<file path="src/rtl/fwd_bypass_unit.sv">
// Operand bypass and hazard unit: tracks in-flight producers, forwards the
// youngest ready result to E-stage operands and stalls D on Tuse/Tnew conflicts.
module fwd_bypass_unit #(
  parameter int DW    = 32,
  parameter int AW    = 5,
  parameter int NSRC  = 2,
  parameter int DEPTH = 4,
  parameter int TW    = 2
) (
  input  logic                 clk,
  input  logic                 reset,
  input  logic                 flush,
  input  logic                 id_valid,
  input  logic [AW-1:0]        id_wa,
  input  logic [TW-1:0]        id_tnew,
  input  logic [NSRC*AW-1:0]   id_src,
  input  logic [NSRC*TW-1:0]   id_tuse,
  input  logic [NSRC*DW-1:0]   rf_data_e,
  input  logic [DEPTH*DW-1:0]  stg_data,
  output logic                 stall,
  output logic [NSRC*DW-1:0]   fwd_data,
  output logic [NSRC*3-1:0]    fwd_sel,
  output logic                 fwd_err,
  output logic [15:0]          stall_cnt
);

  logic [DEPTH-1:0]   r_vld;
  logic [AW-1:0]      r_wa   [DEPTH];
  logic [TW-1:0]      r_tnew [DEPTH];
  logic [NSRC*AW-1:0] r_esrc;
  logic [15:0]        r_stall_cnt;

  logic [TW-1:0]      w_tdec [DEPTH];
  logic [NSRC-1:0]    w_ferr;
  logic [NSRC-1:0]    w_sreq;
  logic               w_unused;

  // Slot 0 result bus is never a forwarding source.
  assign w_unused = ^stg_data[DW-1:0];

  always_comb begin
    for (int k = 0; k < DEPTH; k++) begin
      w_tdec[k] = (r_tnew[k] == '0) ? '0 : r_tnew[k] - 1'b1;
    end
  end

  // Scan oldest to youngest so the youngest hit overrides.
  always_comb begin
    fwd_data = rf_data_e;
    fwd_sel  = '1;
    w_ferr   = '0;
    for (int i = 0; i < NSRC; i++) begin
      for (int k = DEPTH-1; k >= 1; k--) begin
        if (r_vld[k] && r_wa[k] != '0 &&
            r_wa[k] == r_esrc[i*AW +: AW]) begin
          fwd_data[i*DW +: DW] = stg_data[k*DW +: DW];
          fwd_sel[i*3 +: 3]    = 3'(k);
          w_ferr[i]            = (r_tnew[k] != '0);
        end
      end
    end
    fwd_err = |w_ferr;
  end

  always_comb begin
    w_sreq = '0;
    for (int i = 0; i < NSRC; i++) begin
      for (int k = DEPTH-2; k >= 0; k--) begin
        if (id_valid && r_vld[k] && r_wa[k] != '0 &&
            r_wa[k] == id_src[i*AW +: AW]) begin
          w_sreq[i] = (r_tnew[k] > id_tuse[i*TW +: TW]);
        end
      end
    end
    stall = |w_sreq;
  end

  always_ff @(posedge clk or negedge reset) begin
    if (!reset) begin
      r_vld       <= '0;
      r_esrc      <= '0;
      r_stall_cnt <= '0;
      for (int k = 0; k < DEPTH; k++) begin
        r_wa[k]   <= '0;
        r_tnew[k] <= '0;
      end
    end else if (flush) begin
      r_vld  <= '0;
      r_esrc <= '0;
      for (int k = 0; k < DEPTH; k++) begin
        r_wa[k]   <= '0;
        r_tnew[k] <= '0;
      end
    end else begin
      for (int k = 1; k < DEPTH; k++) begin
        r_vld[k]  <= r_vld[k-1];
        r_wa[k]   <= r_wa[k-1];
        r_tnew[k] <= w_tdec[k-1];
      end
      if (stall) begin
        r_vld[0]  <= 1'b0;
        r_wa[0]   <= '0;
        r_tnew[0] <= '0;
        r_esrc    <= '0;
      end else begin
        r_vld[0]  <= id_valid;
        r_wa[0]   <= id_wa;
        r_tnew[0] <= id_tnew;
        r_esrc    <= id_src;
      end
      if (stall && r_stall_cnt != 16'hFFFF) begin
        r_stall_cnt <= r_stall_cnt + 16'd1;
      end
    end
  end

  assign stall_cnt = r_stall_cnt;

endmodule
</file>
<file path="config.mk">
export PLATFORM = sky130hd
export DESIGN_NAME = fwd_bypass_unit
export DESIGN_NICKNAME = d
export VERILOG_FILES = /design/src/rtl/fwd_bypass_unit.sv
export SDC_FILE = /design/constraint.sdc
export NUM_CORES = 1
export LEC_CHECK = 0
export BUFFER_PORTS_ARGS = -buffer_cell sky130_fd_sc_hd__buf_2
export CAP_MARGIN = 20
export CELL_PAD_IN_SITES_DETAIL_PLACEMENT = 1
export CELL_PAD_IN_SITES_GLOBAL_PLACEMENT = 2
export CORE_UTILIZATION = 21
export CTS_BUF_LIST = sky130_fd_sc_hd__clkbuf_4 sky130_fd_sc_hd__clkbuf_8 sky130_fd_sc_hd__clkbuf_16
export CTS_CLUSTER_DIAMETER = 120
export CTS_CLUSTER_SIZE = 28
export DETAILED_ROUTE_END_ITERATION = 8
export PLACE_DENSITY_LB_ADDON = 0.1
export REMOVE_ABC_BUFFERS = 1
export SETUP_SLACK_MARGIN = 0.1
export SLEW_MARGIN = 20
export SYNTH_ARGS = -nofsm -noshare
export SYNTH_HDL_FRONTEND = slang
export SYNTH_SLANG_ARGS = --single-unit
</file>
<file path="constraint.sdc">
create_clock -name clk -period 2.8 [get_ports clk]
set_input_delay 0.84 -clock clk [delete_from_list [all_inputs] [get_ports clk]]
set_output_delay 0.84 -clock clk [all_outputs]
set_load 0.05 [all_outputs]
</file>
==> impl_metrics.csv, run 1 <==
group,metric,value,unit
die,dieArea,0.0257,mm2
sta,final.min_clock_period,3380,ps
sta,tightest_slew,577,ps
grt,grt_pass1_wl,36900,um
layout,fin_nets,1273,
detailed_routing,drtPass1Iterations,4,
worst_setup_path,end_kind,"primary output",
run_status,status,"finished with violations",
grt,groute.layer.met1.usage,0.222,
sta,relSlewSlack,0.615,
detailed_routing,via_per_inst,4.51,
die,die_w,160,um
worst_setup_path,critical_path.cell_chain,"or4_1 -> o21ai_1 -> buf_4 -> nor4_4 -> buf_4 -> buf_12 -> mux2i_1 -> nand2_2 -> o21ai_1 -> o21ai_1 -> buf_6",
detailed_routing,drcViolationCount,0,
cts,path_clk_slew,60,ps
logic_synthesis,syn_area_per_cell,7.71,um2
cts,htreeDepth,3,
logic_synthesis,synthCells,682,
detailed_routing,routed_wl,25300,um
logic_synthesis,synth.distinct_cells,44,
power,power.share.clock,0.388,
logic_synthesis,synth_ff_type,"dfrtp_1",
worst_setup_path,r2r-start,"r_wa[8]",
worst_setup_path,path_max_fanout,6,
layout,layout_common_cells,"194 x buf_2, 132 x nand2_1, 92 x buf_4",
cts,clock_path_buffers,2,
cts,numCtsBuffers,9,
layout,final_common_cell,"buf_2",
layout,drive_gt1_frac,0.516,
cts,cts_sinks,58,
place,pre_cts_ws,-590,ps
worst_setup_path,reg2reg_to,"stall_cnt[1]",
power,power.combinational.fraction,0.328,
detailed_routing,routedWlPerCell,18.4,um
logic_synthesis,yosysTopAreaCell,"dfrtp_1",
power,switching_share,0.331,
sta,timing.final.ws_setup,-583,ps
worst_setup_path,critPathMaxStageDelay,540,ps
grt,antenna_found_initial,0,
power,p_sw,0.00104,W
cts,hold_buffers,0,
cts,insertion_delay,330,ps
sta,rsz0062_at_grt,"true",
grt,busiest_layer,"met2",
hold_path,hp-start,"r_tnew[6]",
grt,grt_pass1_vias,6385,
place,portBuffers,272,
grt,met2_usage,0.353,
logic_synthesis,netlist_area,0.00526,mm2
die,io_pins,305,
worst_setup_path,cp.required,1960,ps
power,p_per_area,318,mW/mm2
grt,grt_overflow,0,
power,power.share.sequential,0.285,
worst_setup_path,r2r_slack,50,ps
sta,setup_viol,72,
sta,fmax,0.296,GHz
sta,finalHoldViolCount,0,
hold_path,hold-path-cell-count,1,
layout,diodes,0,
power,leakagePower,4.59,nW
cts,cts-root-buf,"clkbuf_16",
grt,grt_max_degree,38,
layout,syn_to_final_growth,87.6,%
detailed_routing,vias,6191,
power,ir_drop,0.359,mV
die,fp.dieH,160,um
place,dpl.hpwl,18800,um
sta,finalSetupTns,-35060,ps
hold_path,min_to,"r_tnew[4]",
worst_setup_path,crit_top_cell,"o21ai_1",
sta,drv_slew,0,
detailed_routing,ant_nets,0,
run,maxCapViolCount,0,
worst_setup_path,worstSetupPathType,"flip-flop to primary output",
run_status,violations,"negative setup slack",
detailed_routing,first_iter_violations,239,
logic_synthesis,yosysTopAreaCellShare,0.276,
layout,fin_util,0.403,
power,p_total,0.00314,W
place,gp_congestion,0.812,
die,initial_utilization,0.215,
die,rows,57,
grt,met3_usage,0.0257,
sta,period_share,1.21,
worst_setup_path,crit_path_top_delay_cell,"or4_1",
logic_synthesis,synth_seq_cells,58,
logic_synthesis,synth_enable_flop_cells,0,
logic_synthesis,yosysSeqAreaShare,0.276,
hold_path,hold_path_class,"flip-flop to flip-flop",
worst_setup_path,r2r_cells,12,
sta,finClkSkew,10.3,ps
worst_setup_path,arrival,2540,ps
worst_setup_path,start_kind,"flip-flop",
power,intPower,0.00210,W
cts,cts_tree,"done",
logic_synthesis,synth_area_leaders,"dfrtp_1 28%, o21ai_0 13%, mux2i_1 12%",
logic_synthesis,async_flop_share,1.00,
die,coreArea,0.0245,mm2
logic_synthesis,yosysWarnings,0,
grt,grtUsageTotal,0.187,
-- cell type report --
cell class	count	area (um2)
fill	2873	14600
multi-input combinational	560	4260
timing repair buffer	401	3350
sequential	58	1460
tap	324	405
clock buffer	9	225
clock inverter	7	103
inverter	13	61.3
-- cells in the mapped netlist (all sizes together) (2+ instances only) --
cell type / n
nand3: 20
and3: 2
inv: 13
mux2i: 65
nor3b: 6
clkbuf: 35
nor4: 16
xnor2: 36
o211ai: 2
nand2: 140
mux2: 2
o21ai: 137
o22ai: 2
nand2b: 2
nor2b: 24
and2: 19
ha: 13
buf: 16
nand4: 3
dfrtp: 58
a21oi: 4
nor3: 7
nor2: 9
or4: 4
xor2: 37
-- power groups by stage --
stage	Clock [W]	Sequential, W	Combinational [W]
after floorplan	0	0.000923	0.000425
after global placement	0	0.000904	0.000855
after detailed placement	0	0.000904	0.000860
after CTS	0.00124	0.000892	0.000979
after global routing	0.00127	0.000898	0.00110
final	0.00122	0.000893	0.00103
-- cells by family after synthesis --
kind of cell,after synthesis,share of synthesized area
simple gates,254,0.236
compound gates,153,0.157
xor+xnor,73,0.122
mux,67,0.128
buf+inv,64,0.0507
flops,58,0.276
fa+ha+maj,13,0.0310
-- worst max-delay path, delay by kind of cell (launching register included) --
kind | cells | cell delay (ps)
buffers and inverters | 4 | 660
AOI/OAI and AO/OA | 3 | 380
muxes | 1 | 130
and+or+nand+nor | 3 | 680
DFF | 1 | 380
-- flip-flops by register name, indices dropped and copies added (netlist names) --
register   cells
stall_cnt     16
r_tnew         8
r_wa          20
r_vld          4
r_esrc        10
-- layer usage --
layer  routed length (um)  share of wire
met1                10700           0.42
met2                13300           0.52
met3                 1020          0.040
met4                  329          0.013
met5                    0              0
-- timing repair --
action                                  in CTS  in global routing
resized for setup                          246                149
pin swaps                                   34                 63
cloned                                       2                  9
setup buffers                               13                 19
endpoints found under the setup margin     101                100
-- worst max path at each step --
stage,start,to,slack (ps),cells after the start
2_1_floorplan,r_wa[11],fwd_err,-5850,7
3_3_place_gp,id_tuse[3],stall,-550,10
3_5_place_dp,id_tuse[3],stall,-590,10
4_1_cts,r_wa[9],fwd_data[43],-590,10
5_1_grt,r_wa[4],fwd_data[25],-730,11
6_report,r_wa[1],fwd_data[47],-580,11
-- metrics by stage --
stage,hold slack (ps),area (um2),std cells
final,448,9860,1372
after global routing,485,9860,1372
after CTS,451,9050,1348
after detailed placement,438,7840,1319
after global placement,434,7840,1319
after floorplan,406,5040,631
(Power assumes the default switching activity.)
==> run 2, diff against run 1 <==
==> constraint.sdc (replaced) <==
create_clock -name clk -period 3.1 [get_ports clk]
set_input_delay 0.93 -clock clk [delete_from_list [all_inputs] [get_ports clk]]
set_output_delay 0.93 -clock clk [all_outputs]
set_load 0.05 [all_outputs]
==> run 2 against run 1 <==
  * The run still ends with negative setup slack left
  * Sequential cell count did not move
  * Clock-buffer cell count rose by 1
  * Power fell by 15%
  * Non-clock buffer count fell by 7
  * Register-to-register slack improved by 250 ps
  * Clock power fell by 23%
  * Global-route usage rose by 0.058 points
  * Final cell count fell by 0.22%
  * Final area fell by 2.9%
  * Sequential power fell by 9.6%
  * Worst hold slack got worse by 6.0 ps
  * Critical path type unchanged
  * Largest power group unchanged
==> impl_metrics.csv, run 2 (synthesis results as in run 1) <==
group,metric,value,unit
layout,drive_gt1_frac,0.488,
worst_setup_path,end_kind,"primary output",
layout,stdcell_count,1369,
grt,grt_max_degree,41,
power,ir_drop,0.253,mV
grt,grt_pass1_wl,36900,um
sta,drv_slew,0,
worst_setup_path,crit_top_cell,"buf_6",
die,coreArea,0.0245,mm2
worst_setup_path,crit_path_top_delay_cell,"or4_4",
die,rows,57,
worst_setup_path,worstSetupPathType,"flip-flop to primary output",
grt,grtUsageTotal,0.187,
worst_setup_path,critPathBufInv,5,
worst_setup_path,startpoint,"r_wa[3]",
die,initial_utilization,0.215,
grt,grt_overflow,0,
cts,cts_sinks,58,
worst_setup_path,start_kind,"flip-flop",
die,die_w,160,um
place,placed_cell_area,0.00775,mm2
layout,largest_reg_flops,20,
die,fp.dieH,160,um
detailed_routing,via_per_inst,4.56,
layout,layout_common_cells,"199 x buf_2, 135 x nand2_1, 84 x o21ai_1",
layout,max_flop_register,"r_wa",
run,maxCapViolCount,0,
worst_setup_path,cp.required,2170,ps
hold_path,hold_path_class,"flip-flop to flip-flop",
cts,path_clk_slew,50,ps
grt,antenna_found_initial,3,
layout,fin_nets,1267,
place,portBuffers,272,
place,dpl.hpwl,18700,um
sta,tightest_slew,439,ps
layout,fin_util,0.391,
hold_path,hp-start,"r_tnew[6]",
place,gp_congestion,0.801,
detailed_routing,routed_wl,25000,um
cts,cts_tree,"done",
layout,fillers,2934,
cts,clock_path_buffers,2,
sta,final.min_clock_period,3540,ps
cts,htreeDepth,3,
power,intPower,0.00174,W
worst_setup_path,path_delay_family,"buffers and inverters",
die,io_pins,305,
detailed_routing,vias,6237,
worst_setup_path,critical_path.cell_chain,"or4_4 -> o21ai_2 -> buf_6 -> nor4_4 -> buf_6 -> clkbuf_16 -> buf_6 -> mux2i_1 -> nand2_1 -> o21ai_1 -> o21ai_1 -> buf_6",
sta,fmax,0.283,GHz
power,power.combinational.fraction,0.344,
power,power.share.clock,0.352,
power,p_sw,0.000916,W
grt,grt_pass1_vias,6390,
sta,setup_viol,69,
sta,hold_ws,442,ps
power,power.share.sequential,0.304,
run_status,status,"finished with violations",
run_status,violations,"negative setup slack",
sta,rsz0062_at_grt,"true",
sta,finalHoldViolCount,0,
detailed_routing,first_iter_violations,229,
grt,met2_usage,0.343,
worst_setup_path,critPathMaxStageDelay,540,ps
sta,timing.final.ws_setup,-439,ps
worst_setup_path,r2r-start,"r_wa[7]",
place,place_inst,1313,
power,leakagePower,4.41,nW
detailed_routing,routedWlPerCell,18.2,um
layout,regArea,0.00145,mm2
detailed_routing,drcViolationCount,0,
sta,finClkSkew,8.45,ps
layout,stdcell_area,0.00957,mm2
power,switching_share,0.345,
layout,final_common_cell,"buf_2",
worst_setup_path,arrival,2610,ps
grt,met3_usage,0.0301,
grt,busiest_layer,"met2",
grt,groute.layer.met1.usage,0.225,
layout,multi_input_area,0.00407,mm2
cts,insertion_delay,340,ps
die,dieArea,0.0257,mm2
layout,syn_to_final_growth,82.1,%
sta,period_share,1.14,
power,p_per_area,278,mW/mm2
worst_setup_path,path_max_fanout,6,
detailed_routing,ant_nets,0,
detailed_routing,drtPass1Iterations,4,
cts,cts-root-buf,"clkbuf_16",
sta,relSlewSlack,0.707,
cts,numCtsBuffers,9,
-- run 2: repair_timing --
item,CTS,global route
hold buffers,0,0
endpoints found under the hold margin,0,0
gates cloned,4,6
pin swaps,19,74
setup endpoints to repair,77,81
resized for setup,199,190
buffers inserted,13,17
-- run 2: area by class of cell --
cell class / instances / share of cell area
antenna: 3 / 0.000784
clock buffer: 10 / 0.0250
clock inverter: 6 / 0.00444
inverter: 13 / 0.00562
multi-input combinational: 561 / 0.425
sequential: 58 / 0.152
tap: 324 / 0.0424
timing repair buffer: 394 / 0.345
-- run 2: path summary, 6_finish.rpt --
kind,endpoint,slack (ps),cells after the start
worst min register to register,r_tnew[4],440,1
worst max register to register,stall_cnt[1],300,11
worst max-delay path,fwd_data[33],-440,12
worst min-delay path,r_tnew[4],440,1
max in group asynchronous,r_tnew[2],2140,2
min in group asynchronous,r_vld[1],610,2
-- run 2: worst reg2reg max path: cells and delay by family (launching register included) --
| kind | cells | cell delay [ps] |
|---|---|---|
| and+or+nand+nor | 4 | 970 |
| buffers and inverters | 4 | 580 |
| AOI/OAI and AO/OA | 2 | 400 |
| DFF | 1 | 380 |
| muxes | 1 | 350 |
-- run 2: metal layers --
layer	vias to the layer above	wire [um]	share of wire
met2	182	12800	0.51
met1	2965	10600	0.43
met5	-	0	0
met4	0	446	0.018
met3	23	1060	0.042
li1	3067	-	-
-- run 2: power groups by stage --
stage / Combinational [W] / Sequential (W) / Clock [W]
3_5_place_dp: 0.000777 / 0.000818 / 0
5_1_grt: 0.000979 / 0.000811 / 0.00101
2_1_floorplan: 0.000384 / 0.000833 / 0
6_report: 0.000914 / 0.000807 / 0.000936
3_3_place_gp: 0.000772 / 0.000817 / 0
4_1_cts: 0.000865 / 0.000807 / 0.000971
-- run 2: stage by stage --
stage	setup TNS (ps)	setup slack, ps	total power (W)
2_1_floorplan	-335420	-5640	0.00122
3_3_place_gp	-16190	-443	0.00159
3_5_place_dp	-15350	-453	0.00159
4_1_cts	-23480	-493	0.00264
5_1_grt	-32010	-549	0.00280
6_report	-23510	-439	0.00266
==> run 3, diff against run 2 <==
--- a/config.mk
+++ b/config.mk
@@ -10,7 +10,7 @@
 export CELL_PAD_IN_SITES_DETAIL_PLACEMENT = 1
 export CELL_PAD_IN_SITES_GLOBAL_PLACEMENT = 2
 export CORE_UTILIZATION = 21
-export CTS_BUF_LIST = sky130_fd_sc_hd__clkbuf_4 sky130_fd_sc_hd__clkbuf_8 sky130_fd_sc_hd__clkbuf_16
+export CTS_BUF_LIST = sky130_fd_sc_hd__clkbuf_8
 export CTS_CLUSTER_DIAMETER = 120
 export CTS_CLUSTER_SIZE = 28
 export DETAILED_ROUTE_END_ITERATION = 8
==> run 3 against run 2 <==
  * The flow still finishes with violations (negative setup slack)
  * Via count decreased by 0.58%
  * Non-clock buffer count shrank 2
  * Worst setup slack better by 4.4 ps
  * Fmax rose by 0.13%
  * Clock-buffer cell count stayed put
  * Combinational power is 1% lower
  * Clock skew is 2.2 ps higher
  * Largest cell class unchanged
  * Critical endpoint is now fwd_data[55]
  * Highest routed layer unchanged
==> impl_metrics.csv, run 3 (synthesis results as in run 1) <==
group,metric,value,unit
run_status,status,"finished with violations",
run_status,violations,"negative setup slack",
sta,drv_slew,0,
sta,timing.final.ws_setup,-434,ps
layout,largest_reg_flops,20,
sta,relSlewSlack,0.708,
sta,finalHoldViolCount,0,
place,gp_congestion,0.801,
grt,antenna_found_initial,3,
power,p_per_area,250,mW/mm2
detailed_routing,drtPass1Iterations,4,
grt,grt_max_degree,41,
cts,cts-root-buf,"clkbuf_8",
grt,grt_pass1_vias,6386,
layout,stdcell_count,1367,
sta,period_share,1.14,
sta,fmax,0.283,GHz
detailed_routing,vias,6201,
worst_setup_path,cp.required,2170,ps
grt,grtUsageTotal,0.185,
cts,path_clk_slew,70,ps
layout,max_flop_register,"r_wa",
hold_path,hold_path_class,"flip-flop to flip-flop",
worst_setup_path,path_max_fanout,6,
layout,syn_to_final_growth,78.4,%
die,coreArea,0.0245,mm2
worst_setup_path,worstSetupPathType,"flip-flop to primary output",
layout,layout_common_cells,"199 x buf_2, 136 x nand2_1, 100 x o21ai_1",
layout,drive_gt1_frac,0.477,
run,maxCapViolCount,0,
cts,numCtsBuffers,9,
die,initial_utilization,0.215,
worst_setup_path,end_kind,"primary output",
worst_setup_path,arrival,2600,ps
grt,grt_overflow,0,
place,placed_cell_area,0.00775,mm2
cts,insertion_delay,350,ps
worst_setup_path,start_kind,"flip-flop",
die,fp.dieH,160,um
cts,cts_tree,"done",
power,ir_drop,0.252,mV
sta,finalSetupTns,-23300,ps
detailed_routing,first_iter_violations,201,
sta,hold_ws,447,ps
place,pre_cts_ws,-453,ps
layout,fin_nets,1265,
detailed_routing,via_per_inst,4.54,
sta,setup_viol,70,
sta,final.min_clock_period,3530,ps
layout,fillers,2949,
detailed_routing,routedWlPerCell,18.5,um
die,die_w,160,um
cts,htreeDepth,3,
sta,rsz0062_at_grt,"true",
detailed_routing,drcViolationCount,0,
grt,grt_pass1_wl,36600,um
sta,tightest_slew,438,ps
hold_path,hp-start,"r_tnew[6]",
place,portBuffers,272,
cts,cts_sinks,58,
detailed_routing,ant_nets,0,
place,place_inst,1313,
power,leakagePower,4.36,nW
die,dieArea,0.0257,mm2
die,io_pins,305,
layout,stdcell_area,0.00937,mm2
layout,final_common_cell,"buf_2",
place,dpl.hpwl,18700,um
worst_setup_path,r2r-start,"r_wa[6]",
sta,finClkSkew,10.7,ps
die,rows,57,
detailed_routing,routed_wl,25300,um
cts,clock_path_buffers,2,
worst_setup_path,startpoint,"r_wa[3]",
## run 3: cell types whose count changed in the layout (fill, tap and decap cells not counted), sizes merged
cell / delta
buf: -1
clkbuf: -1
## run 3: what timing repair did
action | CTS | global route
resized for setup | 146 | 240
setup buffers | 10 | 16
gates cloned | 2 | 10
hold buffers | 0 | 0
pin swaps | 18 | 100
endpoints found under the setup margin | 73 | 82
## run 3: where the power goes
group | switching [W] | leakage, nW | internal (W) | total (W)
registers | 0.0000249 | 0.783 | 0.000780 | 0.000805
logic | 0.000511 | 3.48 | 0.000390 | 0.000901
clock network | 0.000330 | 0.0883 | 0.000311 | 0.000641
## run 3: final timing paths
path | end | depth (start not counted) | slack [ps]
max | fwd_data[55] | 11 | -430
min | r_tnew[4] | 1 | 450
max reg2reg | stall_cnt[1] | 11 | 260
min reg2reg | r_tnew[4] | 1 | 450
max in group asynchronous | stall_cnt[9] | 2 | 2160
min in group asynchronous | r_esrc[9] | 2 | 590
## run 3: per-layer routing
| layer | share of wire | GRT usage | wire length, um |
|---|---|---|---|
| met4 | 0.014 | 0.0511 | 358 |
| met2 | 0.53 | 0.345 | 13300 |
| met3 | 0.040 | 0.0252 | 1010 |
| met1 | 0.42 | 0.219 | 10600 |
| met5 | 0 | 0 | 0 |
## run 3: metrics by stage
| stage | utilization | power [W] |
|---|---|---|
| 6_report | 0.383 | 0.00235 |
| 5_1_grt | 0.383 | 0.00248 |
| 4_1_cts | 0.348 | 0.00232 |
| 3_5_place_dp | 0.317 | 0.00159 |
| 3_3_place_gp | 0.317 | 0.00159 |
| 2_1_floorplan | - | 0.00122 |
## run 3: cell type report
type	instances	area, um2	area share
sequential	58	1450	0.155
antenna	3	7.51	0.000801
clock buffer	10	138	0.0147
timing repair buffer	392	3270	0.349
inverter	13	53.8	0.00574
clock inverter	6	42.5	0.00454
multi-input combinational	561	4010	0.427
tap	324	405	0.0432
## run 3: critical path, stage by stage, from the launching register on
cell,delay [ps]
dfrtp_1,380
or4_4,540
o21ai_2,160
buf_6,130
nor4_4,50
buf_4,170
buf_12,150
mux2i_1,140
nand2_1,70
o21ai_1,50
o21ai_1,210
clkbuf_16,210
